==> src/rtl/avg_pkg.sv <==
// Shared types and constants for the moving-average filter controller.
// Holds the FSM encoding, engine mode codes and the warm-up length table.
package avg_pkg;

   localparam logic [1:0] ST_IDLE   = 2'd0;
   localparam logic [1:0] ST_FLUSH  = 2'd1;
   localparam logic [1:0] ST_WARMUP = 2'd2;
   localparam logic [1:0] ST_RUN    = 2'd3;

   localparam logic [2:0] MODE_NONE = 3'b000;
   localparam logic [2:0] MODE_X2   = 3'b001;
   localparam logic [2:0] MODE_X3   = 3'b010;
   localparam logic [2:0] MODE_X4   = 3'b011;
   localparam logic [2:0] MODE_X8   = 3'b100;
   localparam logic [2:0] MODE_X16  = 3'b101;

   typedef struct packed {
      logic [2:0] mode;
      logic       refresh;
   } cfg_t;

   // Number of samples the engine needs before its window is full.
   function automatic logic [4:0] warmup_len(input logic [2:0] mode);
      case (mode)
         MODE_NONE: warmup_len = 5'd1;
         MODE_X2:   warmup_len = 5'd2;
         MODE_X3:   warmup_len = 5'd3;
         MODE_X4:   warmup_len = 5'd4;
         MODE_X8:   warmup_len = 5'd8;
         MODE_X16:  warmup_len = 5'd16;
         default:   warmup_len = 5'd1;
      endcase
   endfunction

endpackage

==> src/rtl/avg_filter_ctrl_if.sv <==
// Pin bundle between the controller (master) and one filter engine (slave).
interface avg_filter_ctrl_if #(
   parameter int DW = 16
) ();

   logic                 filt_rst_n;
   logic                 filt_enable;
   logic                 filt_data_refresh;
   logic [2:0]           filt_mode;
   logic                 filt_refresh_mode;
   logic signed [DW-1:0] filt_din;
   logic signed [DW-1:0] filt_dout;
   logic                 filt_output_pulse;

   modport master (
      output filt_rst_n, filt_enable, filt_data_refresh, filt_mode,
             filt_refresh_mode, filt_din,
      input  filt_dout, filt_output_pulse
   );

   modport slave (
      input  filt_rst_n, filt_enable, filt_data_refresh, filt_mode,
             filt_refresh_mode, filt_din,
      output filt_dout, filt_output_pulse
   );

endinterface

==> src/rtl/avg_watchdog.sv <==
// Saturating silence counter: raises a sticky flag after TIMEOUT_CYCLES
// enabled cycles without a clear; the flag drops only on flag_clr or rst.
module avg_watchdog #(
   parameter int TIMEOUT_CYCLES = 1024
) (
   input  logic clk,
   input  logic rst,
   input  logic en,
   input  logic clear,
   input  logic flag_clr,
   output logic flag
);

   localparam int             CW      = $clog2(TIMEOUT_CYCLES + 1);
   localparam logic [CW-1:0]  LIMIT   = CW'(TIMEOUT_CYCLES);
   localparam logic [CW-1:0]  LIMIT_M1 = CW'(TIMEOUT_CYCLES - 1);

   logic [CW-1:0] cnt;

   // NOTE: registered state uses non-blocking assignments so every flop
   // samples the pre-edge value of its neighbours.
   always_ff @(posedge clk) begin
      if (rst) begin
         cnt  <= '0;
         flag <= 1'b0;
      end else begin
         if (clear || !en)
            cnt <= '0;
         else if (cnt != LIMIT)
            cnt <= cnt + 1'b1;

         if (flag_clr)
            flag <= 1'b0;
         else if (en && !clear && cnt == LIMIT_M1)
            flag <= 1'b1;
      end
   end

endmodule

==> src/rtl/avg_filter_ctrl.sv <==
// Sequencer/configurator for one moving-average engine: flush on mode
// change, warm-up gating, sample forwarding and drop/stall reporting.
module avg_filter_ctrl
   import avg_pkg::*;
#(
   parameter int DW             = 16,
   parameter int FLUSH_CYCLES   = 4,
   parameter int TIMEOUT_CYCLES = 1024
) (
   input  logic                 clk,
   input  logic                 rst,
   input  logic                 run_en,
   input  logic                 cfg_valid,
   input  logic [2:0]           cfg_mode,
   input  logic                 cfg_refresh,
   input  logic                 adc_valid,
   input  logic signed [DW-1:0] adc_data,
   avg_filter_ctrl_if.master    eng,
   output logic                 avg_valid,
   output logic signed [DW-1:0] avg_data,
   output logic                 busy,
   output logic                 sample_drop,
   output logic                 stall
);

   localparam int              FCW        = (FLUSH_CYCLES > 1) ? $clog2(FLUSH_CYCLES) : 1;
   localparam logic [FCW-1:0]  FLUSH_LAST = FCW'(FLUSH_CYCLES - 1);

   logic [1:0]     state, state_nxt;
   cfg_t           shadow, cfg_in, cfg_nxt, live;
   logic [FCW-1:0] flush_cnt;
   logic [4:0]     warm_cnt;

   logic active, cfg_change, sample_ok, flush_done, warm_last;
   logic flush_entry, fwd;

   assign cfg_in  = '{mode: cfg_mode, refresh: cfg_refresh};
   assign live    = '{mode: eng.filt_mode, refresh: eng.filt_refresh_mode};
   assign cfg_nxt = cfg_valid ? cfg_in : shadow;

   assign active     = (state == ST_WARMUP) || (state == ST_RUN);
   assign cfg_change = cfg_valid && (cfg_in != live);
   // A mode-changing cfg in the same cycle wins over the sample.
   assign sample_ok  = run_en && active && adc_valid && !cfg_change;
   assign flush_done = (flush_cnt == FLUSH_LAST);
   assign warm_last  = sample_ok && (state == ST_WARMUP) &&
                       ((warm_cnt + 5'd1) == warmup_len(live.mode));

   // NOTE: the default assignment first keeps this block free of latches.
   always_comb begin
      state_nxt = state;
      if (!run_en) begin
         state_nxt = ST_IDLE;
      end else begin
         case (state)
            ST_IDLE:   state_nxt = ST_FLUSH;
            ST_FLUSH:  if (!cfg_valid && flush_done) state_nxt = ST_WARMUP;
            ST_WARMUP: begin
               if (cfg_change)     state_nxt = ST_FLUSH;
               else if (warm_last) state_nxt = ST_RUN;
            end
            ST_RUN:    if (cfg_change) state_nxt = ST_FLUSH;
            default:   state_nxt = ST_IDLE;
         endcase
      end
   end

   // cfg_valid during FLUSH re-enters it: count restarts, new cfg goes live.
   assign flush_entry = (state_nxt == ST_FLUSH) && ((state != ST_FLUSH) || cfg_valid);
   // Pulses are only trusted once the window is full and the mode is stable.
   assign fwd = eng.filt_output_pulse && (state == ST_RUN) && (state_nxt == ST_RUN);

   always_ff @(posedge clk) begin
      if (rst) begin
         state                 <= ST_IDLE;
         shadow                <= '0;
         flush_cnt             <= '0;
         warm_cnt              <= '0;
         eng.filt_rst_n        <= 1'b0;
         eng.filt_enable       <= 1'b0;
         eng.filt_data_refresh <= 1'b0;
         eng.filt_mode         <= MODE_NONE;
         eng.filt_refresh_mode <= 1'b0;
         eng.filt_din          <= '0;
         avg_valid             <= 1'b0;
         avg_data              <= '0;
         busy                  <= 1'b0;
         sample_drop           <= 1'b0;
      end else begin
         state <= state_nxt;
         if (cfg_valid)
            shadow <= cfg_in;

         eng.filt_rst_n  <= (state_nxt != ST_FLUSH);
         eng.filt_enable <= (state_nxt == ST_WARMUP) || (state_nxt == ST_RUN);
         busy            <= (state_nxt == ST_FLUSH) || (state_nxt == ST_WARMUP);

         if (flush_entry) begin
            flush_cnt             <= '0;
            eng.filt_mode         <= cfg_nxt.mode;
            eng.filt_refresh_mode <= cfg_nxt.refresh;
         end else if (state == ST_FLUSH && !flush_done) begin
            flush_cnt <= flush_cnt + 1'b1;
         end

         if (state_nxt != ST_WARMUP)
            warm_cnt <= '0;
         else if (sample_ok)
            warm_cnt <= warm_cnt + 5'd1;

         eng.filt_data_refresh <= sample_ok;
         if (sample_ok)
            eng.filt_din <= adc_data;
         sample_drop <= adc_valid && !sample_ok;

         avg_valid <= fwd;
         if (fwd)
            avg_data <= eng.filt_dout;
      end
   end

   avg_watchdog #(
      .TIMEOUT_CYCLES(TIMEOUT_CYCLES)
   ) u_watchdog (
      .clk      (clk),
      .rst      (rst),
      .en       (run_en && active),
      .clear    (adc_valid),
      .flag_clr (cfg_valid),
      .flag     (stall)
   );

endmodule

==> src/flat_wrapper.sv <==
// flat-port wrapper written by rule: the top's interface ports become plain ports
module avg_filter_ctrl_flat import avg_pkg::*;
#(
   parameter int DW             = 16,
   parameter int FLUSH_CYCLES   = 4,
   parameter int TIMEOUT_CYCLES = 1024
)
  (clk, rst, run_en, cfg_valid, cfg_mode, cfg_refresh, adc_valid, adc_data, avg_valid, avg_data, busy, sample_drop, stall, eng_filt_rst_n, eng_filt_enable, eng_filt_data_refresh, eng_filt_mode, eng_filt_refresh_mode, eng_filt_din, eng_filt_dout, eng_filt_output_pulse);
  avg_filter_ctrl_if #(.DW(DW)) eng_i ();
  input  logic clk;
  input  logic rst;
  input  logic run_en;
  input  logic cfg_valid;
  input  logic [2:0] cfg_mode;
  input  logic cfg_refresh;
  input  logic adc_valid;
  input  logic signed [DW-1:0] adc_data;
  output logic avg_valid;
  output logic signed [DW-1:0] avg_data;
  output logic busy;
  output logic sample_drop;
  output logic stall;
  output wire logic [$bits(eng_i.filt_rst_n)-1:0] eng_filt_rst_n;
  output wire logic [$bits(eng_i.filt_enable)-1:0] eng_filt_enable;
  output wire logic [$bits(eng_i.filt_data_refresh)-1:0] eng_filt_data_refresh;
  output wire logic [$bits(eng_i.filt_mode)-1:0] eng_filt_mode;
  output wire logic [$bits(eng_i.filt_refresh_mode)-1:0] eng_filt_refresh_mode;
  output wire logic [$bits(eng_i.filt_din)-1:0] eng_filt_din;
  input wire logic [$bits(eng_i.filt_dout)-1:0] eng_filt_dout;
  input wire logic [$bits(eng_i.filt_output_pulse)-1:0] eng_filt_output_pulse;
  assign eng_filt_rst_n = eng_i.filt_rst_n;
  assign eng_filt_enable = eng_i.filt_enable;
  assign eng_filt_data_refresh = eng_i.filt_data_refresh;
  assign eng_filt_mode = eng_i.filt_mode;
  assign eng_filt_refresh_mode = eng_i.filt_refresh_mode;
  assign eng_filt_din = eng_i.filt_din;
  assign eng_i.filt_dout = eng_filt_dout;
  assign eng_i.filt_output_pulse = eng_filt_output_pulse;
  avg_filter_ctrl #(.DW(DW), .FLUSH_CYCLES(FLUSH_CYCLES), .TIMEOUT_CYCLES(TIMEOUT_CYCLES)) u_core (.clk(clk), .rst(rst), .run_en(run_en), .cfg_valid(cfg_valid), .cfg_mode(cfg_mode), .cfg_refresh(cfg_refresh), .adc_valid(adc_valid), .adc_data(adc_data), .eng(eng_i), .avg_valid(avg_valid), .avg_data(avg_data), .busy(busy), .sample_drop(sample_drop), .stall(stall));
endmodule
==> config.mk <==
export PLATFORM = sky130hd
export DESIGN_NAME = avg_filter_ctrl_flat
export DESIGN_NICKNAME = d
export VERILOG_FILES = /design/src/rtl/avg_pkg.sv /design/src/rtl/avg_filter_ctrl_if.sv /design/src/rtl/avg_watchdog.sv /design/src/rtl/avg_filter_ctrl.sv /design/src/flat_wrapper.sv
export SDC_FILE = /design/constraint.sdc
export NUM_CORES = 1
export LEC_CHECK = 0
export CAP_MARGIN = 20
export CELL_PAD_IN_SITES_DETAIL_PLACEMENT = 2
export CELL_PAD_IN_SITES_GLOBAL_PLACEMENT = 2
export CORE_MARGIN = 4
export CORE_UTILIZATION = 24
export CTS_BUF_LIST = sky130_fd_sc_hd__clkbuf_16
export DETAILED_ROUTE_END_ITERATION = 10
export PLACE_DENSITY_LB_ADDON = 0.1
export SETUP_SLACK_MARGIN = 0.05
export SYNTH_ARGS = -nofsm -noshare
export SYNTH_HDL_FRONTEND = slang
export SYNTH_SLANG_ARGS = --single-unit
export TNS_END_PERCENT = 20
==> constraint.sdc <==
create_clock -name clk -period 2.4 [get_ports clk]
set_clock_uncertainty 0.1 [all_clocks]
set_input_delay 0.36 -clock clk [delete_from_list [all_inputs] [get_ports clk]]
set_output_delay 0.36 -clock clk [all_outputs]
set_load 0.05 [all_outputs]
# Yosys cells after proc, flatten, opt, wreduce, memory -nomap -nowiden
# Cells that the tools add are included.
# Widths: inputs -> output; s select.
dict set report op_classes {
  addsub 3
  eq_ne 19
  muxes 8
  reduce_logical 30
}
# operator n
set ops {}
lappend ops {{$pmux 5 s5} 1}
lappend ops {{$logic_and 1x1->1} 14}
lappend ops {{$add 11x1->11 const B} 1}
lappend ops {{$eq 11x10->1 const B} 1}
lappend ops {{$ne 11x11->1 const B} 1}
lappend ops {{$eq 2x2->1 const B} 5}
lappend ops {{$mux 2} 5}
lappend ops {{$pmux 2 s4} 1}
lappend ops {{$reduce_or 2->1} 4}
lappend ops {{$eq 3x2->1 const B} 2}
lappend ops {{$eq 3x3->1 const B} 2}
lappend ops {{$logic_not 1->1} 6}
lappend ops {{$add 5x1->5 const B} 1}
lappend ops {{$eq 5x5->1} 1}
lappend ops {{$logic_or 1x1->1} 5}
lappend ops {{$eq 2x1->1 const B} 2}
lappend ops {{$mux 4} 1}
lappend ops {{$ne 2x1->1 const B} 2}
lappend ops {{$ne 4x4->1} 1}
lappend ops {{$eq 3x1->1 const B} 1}
lappend ops {{$add 2x1->2 const B} 1}
lappend ops {{$logic_not 2->1} 1}
lappend ops {{$ne 2x2->1 const B} 1}
dict set report totals {
  reg_bits 67
  input_bits 42
  out_inout_bits 43
  elab_cells 77
}

# Depth between registers and ports, before layout
dict set report depth {
  depth_word 14
  mapped_depth 11
  mapped_depth_nobuf 11
}

# Cells and area by module
# Synthesis repeated with hierarchy kept, for this count alone.
dict set report hier_totals {
  cells_unflattened 309
  area_unflattened_um2 2839.0
}
# module instances cells_each area_per_inst_um2 seq_area_each_um2
set modules_own_cells {}
lappend modules_own_cells {avg_filter_ctrl 1 237 2233.4 1101.1}
lappend modules_own_cells {avg_watchdog 1 72 605.6 240.2}

# Least setup slack after synthesis
# Ideal clock, no wire load.
dict set report synth_path {
  path_type {register -> register}
  start {register u_core.eng.filt_mode[2]}
  end {register u_core.warm_cnt[3]}
  setup_ns 0.059
  arrival_ns 2.476
  required_time_ns 2.241
  setup_slack_ns -0.235
  stages_incl_launch_ff 10
  path_buffers 0
  period_less_slack_ns 2.635
  path_cell_list {dfxtp_1 xor2_1 o41ai_4 o21ai_0 nand2_1 o21a_1 ha_1 nand2b_1 or4_1 nand2_1}
}
dict set report synth_via {
  elab_chain_cells 12
  elab_cells_between_ends 20
  cone_classes {8 x eq/ne; 6 x mux; 6 x reduce/logical}
}
# element line
set synth_lines {}
lappend synth_lines {{start, declared} avg_filter_ctrl_if.sv:16} ;# output filt_rst_n, filt_enable, filt_data_refresh, filt_mode,
lappend synth_lines {{start signal, assigned} avg_filter_ctrl.sv:100} ;# eng.filt_mode <= cfg_nxt.mode;
lappend synth_lines {{parallel branches: the longest is 12 deep, another holds $pmux 5 s5} n/a}
lappend synth_lines {{end signal, assigned} avg_filter_ctrl.sv:109} ;# warm_cnt <= warm_cnt + 5'd1;
lappend synth_lines {{end, declared} avg_filter_ctrl.sv:32} ;# logic [4:0] warm_cnt;
# Several ways; the timed one is not identified.
# A chain may end at the register's enable or synchronous reset.

# Final worst setup path
dict set report layout_path {
  start {register u_core.warm_cnt[0]}
  end {register u_core.eng.filt_mode[1]}
}
dict set report layout_via {
  elab_chain_cells 9
}
# element line
set layout_lines {}
lappend layout_lines {{$add 5x1->5} avg_filter_ctrl.sv:47} ;# ((warm_cnt + 5'd1) == warmup_len(live.mode));
lappend layout_lines {{$eq 5x5->1} avg_filter_ctrl.sv:47}
lappend layout_lines {{$logic_and 1x1->1} avg_filter_ctrl.sv:46} ;# assign warm_last = sample_ok && (state == ST_WARMUP) &&
lappend layout_lines {{$mux 2} avg_filter_ctrl.sv:60} ;# else if (warm_last) state_nxt = ST_RUN;
lappend layout_lines {{$mux 2} avg_filter_ctrl.sv:59} ;# if (cfg_change) state_nxt = ST_FLUSH;
lappend layout_lines {{$pmux 2 s4} avg_filter_ctrl.sv:55} ;# case (state)
lappend layout_lines {{$mux 2} avg_filter_ctrl.sv:52} ;# if (!run_en) begin
lappend layout_lines {{via u_core.state_nxt[0]} avg_filter_ctrl.sv:29} ;# logic [1:0] state, state_nxt;
lappend layout_lines {{$eq 2x1->1} avg_filter_ctrl.sv:69} ;# assign flush_entry = (state_nxt == ST_FLUSH) && ((state != ST_FLUSH) || cfg_valid);
lappend layout_lines {{$logic_and 1x1->1} avg_filter_ctrl.sv:69}
# The timed path passes the listed nets, and every way through them passes these cells.

==> flow_metrics.py <==
metrics = {
    "floorplan": {
        "core-area_um2": 11000,
        "dieWidth_um": 115,
        "dieArea_um2": 13300,
        "initial_core_util": 0.250,
        "die_h_um": 115,
        "io_pins": 85,
        "num_rows": 38,
    },
    "setup_path": {
        "crit_path_end_kind": "register",
        "path_cells": "ha_4 > and3_4 > xnor2_4 > nor4b_4 > nor3_4 > o21ai_1 > ha_2 > o21a_4 > nor2_2 > o22a_1",
        "path_buf_inv": 0,
        "crit_fanout": 6,
        "arrival_ps": 2470,
        "crit_type": "reg -> reg",
        "worst_ep_required_time_ps": 2510,
        "cp-start-kind": "register",
        "cp_slowest_cell": "dfxtp_2",
        "max_stage_delay_ps": 330,
        "cpLargestDelayFamily": "simple AND/OR/NAND/NOR gates",
    },
    "timing": {
        "fmax_ghz": 0.424,
        "holdWs_ps": 325,
        "worstMarginPinSlew_ps": 537,
        "grt_setup_unrepaired": "true",
        "fin_crit_sh": 0.983,
        "fin_setup_tns_ps": 0,
        "finalMaxSlewViolations": 0,
        "setup_viol": 0,
        "fin_ws_ps": 41.0,
        "finalHoldViolCount": 0,
        "layout_min_cycle_time_ps": 2360,
        "relSlewSlack": 0.641,
    },
    "placement": {
        "dpl.cell_count": 536,
        "portBuffers": 84,
        "place.gp.congestion": 0.712,
        "dp_slack_ps": -427,
        "place_hpwl_um": 6220,
    },
    "power_and_ir_drop": {
        "pwr-share-comb": 0.098,
        "seq_power_share": 0.455,
        "p_int_mw": 1.91,
        "powerDensity_nw_per_um2": 568,
        "p_clk_frac": 0.447,
        "switching_power_uw": 575,
        "leakagePower_nw": 1.65,
        "total_power_mw": 2.49,
        "peakVddDrop_mv": 0.372,
        "swShare": 0.231,
    },
    "clocking": {
        "cts_made_buffers": 9,
        "cts_root_buf": "clkbuf_16",
        "htreeDepth": 3,
        "cts_tree": "built",
        "clk_transition_reported_paths_ps": 50,
        "cts_sinks": 66,
        "hold_buffers": 0,
        "insertion_delay_ps": 330,
        "cts_max_path_buffers": 2,
    },
    "yosys": {
        "async_flop_share": 0,
        "yosysMostFrequentCell": "dfxtp_1",
        "yosysTopAreaCell": "dfxtp_1",
        "synth_edf_count": 0,
        "yosysSeqAreaShare": 0.478,
        "syn_area_per_cell_um2": 9.18,
        "synthCells": 301,
        "syn_area_um2": 2760,
        "synth_top_flop_cell": "dfxtp_1",
        "synth-seq-cells": 66,
        "synth_fp_nets": 349,
        "synthTopCellsByArea": "dfxtp_1 48%, mux2i_1 7.6%, nand2_1 6.3%",
        "ys_warn_count": 0,
        "synth_common_cells": "66 x dfxtp_1, 46 x nand2_1, 43 x nor2_1",
        "yosysTopAreaCellShare": 0.478,
        "ys_types": 41,
    },
    "finish": {
        "antenna_cells": 0,
        "regArea_um2": 1340,
        "multi_input_area_um2": 1490,
        "finalNonFillerCells": 557,
        "fin_nets": 463,
        "post_route_cells_drive_above_1_share": 0.187,
        "area_delta_synth_final_pct": 58.7,
        "fillers": 1213,
    },
    "global_routing": {
        "grt_pass1_vias": 2820,
        "grt_max_degree": 38,
        "grt_antenna_before_repair": 0,
        "grt_pass1_wl_um": 14200,
        "grt_overflow": 0,
        "track_usage": 0.137,
    },
    "outcome": {
        "status": "finished clean",
    },
    "detailed_routing": {
        "via_count": 2527,
        "firstDrtPassIters": 3,
        "drc_errors": 0,
        "antenna_left": 0,
        "wirelength_um": 8540,
        "routedWlPerCell_um": 15.3,
        "drtIter0Drc": 76,
        "drt-vias-per-instance": 4.54,
    },
    "flow_run": {
        "drv_cap": 0,
    },
    "min_path": {
        "hp-class": "in -> reg",
    },
}
-- cell families after synthesis --
kind of cell | share of synthesized area
buffers and inverters | 0.0439
and+or+nand+nor | 0.212
AOI/OAI and AO/OA | 0.0956
adders and majority gates | 0.0272
DFF | 0.478
muxes | 0.0802
xor gates and xnor gates | 0.0634
-- metal layers --
| metal | global-route usage | wire length, µm | part of all wire | vias to the layer above |
|---|---|---|---|---|
| met5 | 0 | 0 | 0 | - |
| met4 | 0.0423 | 91 | 0.011 | 0 |
| met3 | 0.0511 | 486 | 0.057 | 10 |
| met2 | 0.246 | 4570 | 0.53 | 53 |
| met1 | 0.149 | 3400 | 0.40 | 1232 |
| li1 | - | - | - | 1232 |
-- layout by cell type (no fill, tap or decap), types with 3 or more instances in the layout --
cell	synthesis	routed
inv_1	5	7
clkdlybuf4s50_1	0	81
xor2_1	14	11
xnor2_1	6	5
dfxtp_1	66	59
nor2b_1	4	3
a21oi_1	21	21
o22a_1	4	4
mux2i_1	21	21
clkbuf_16	0	9
nor3_1	5	4
buf_4	0	30
nor2_1	43	42
xor2_2	0	3
dfxtp_4	0	3
dfxtp_2	0	4
nand2b_1	5	4
nand3_1	7	5
ha_1	6	3
nand2_1	46	46
and3_1	6	4
-- final timing paths --
| check | start | endpoint | slack [ps] | cells past startpoint |
|---|---|---|---|---|
| setup / recovery | u_core.warm_cnt[0] | u_core.eng.filt_mode[1] | 40 | 10 |
| hold / removal | rst | u_core.eng.filt_din[2] | 330 | 2 |
| setup reg to reg | u_core.warm_cnt[0] | u_core.eng.filt_mode[1] | 40 | 10 |
| hold reg to reg | u_core.eng.filt_din[10] | u_core.eng.filt_din[10] | 360 | 2 |
-- registers in the layout (all words and copies together), names as in the netlist --
register / count
u_core.flush_cnt: 2
u_core.eng.filt_data_refresh: 1
u_core.avg_data: 16
u_core.eng.filt_rst_n: 1
u_core.u_watchdog.flag: 1
u_core.eng.filt_din: 16
u_core.state: 1
u_core.eng.filt_refresh_mode: 1
u_core.avg_valid: 1
u_core.shadow: 4
u_core.sample_drop: 1
u_core.u_watchdog.cnt: 11
u_core.warm_cnt: 5
u_core.busy: 1
u_core.eng.filt_enable: 1
u_core.eng.filt_mode: 3
-- through the flow --
| step | util | cell area [µm²] |
|---|---|---|
| CTS | 0.390 | 4310 |
| global route | 0.397 | 4380 |
| global placement | 0.354 | 3900 |
| floorplan | - | 2780 |
| finish | 0.397 | 4380 |
| detailed placement | 0.354 | 3900 |
-- power groups by stage --
stage / Combinational [mW] / Clock [mW] / Sequential [mW]
after CTS: 0.240 / 1.17 / 1.13
after floorplan: 0.0749 / 0 / 1.18
final: 0.245 / 1.11 / 1.13
after global routing: 0.263 / 1.22 / 1.14
after global placement: 0.217 / 0 / 1.15
after detailed placement: 0.219 / 0 / 1.15
-- what timing repair did --
action	in CTS	in global routing
buffers inserted	9	0
setup endpoints to repair	11	24
pin swaps	6	10
hold endpoints to repair	0	0
gates resized for setup	19	18
-- cell type report --
type                            count  share of cell area
Multi-Input combinational cell    215               0.340
Clock inverter                      4             0.00371
Tap cell                          140              0.0400
Inverter                            5             0.00428
Sequential cell                    66               0.305
Timing Repair Buffer              118               0.256
Clock buffer                        9              0.0514
(Power assumes the default switching activity.)
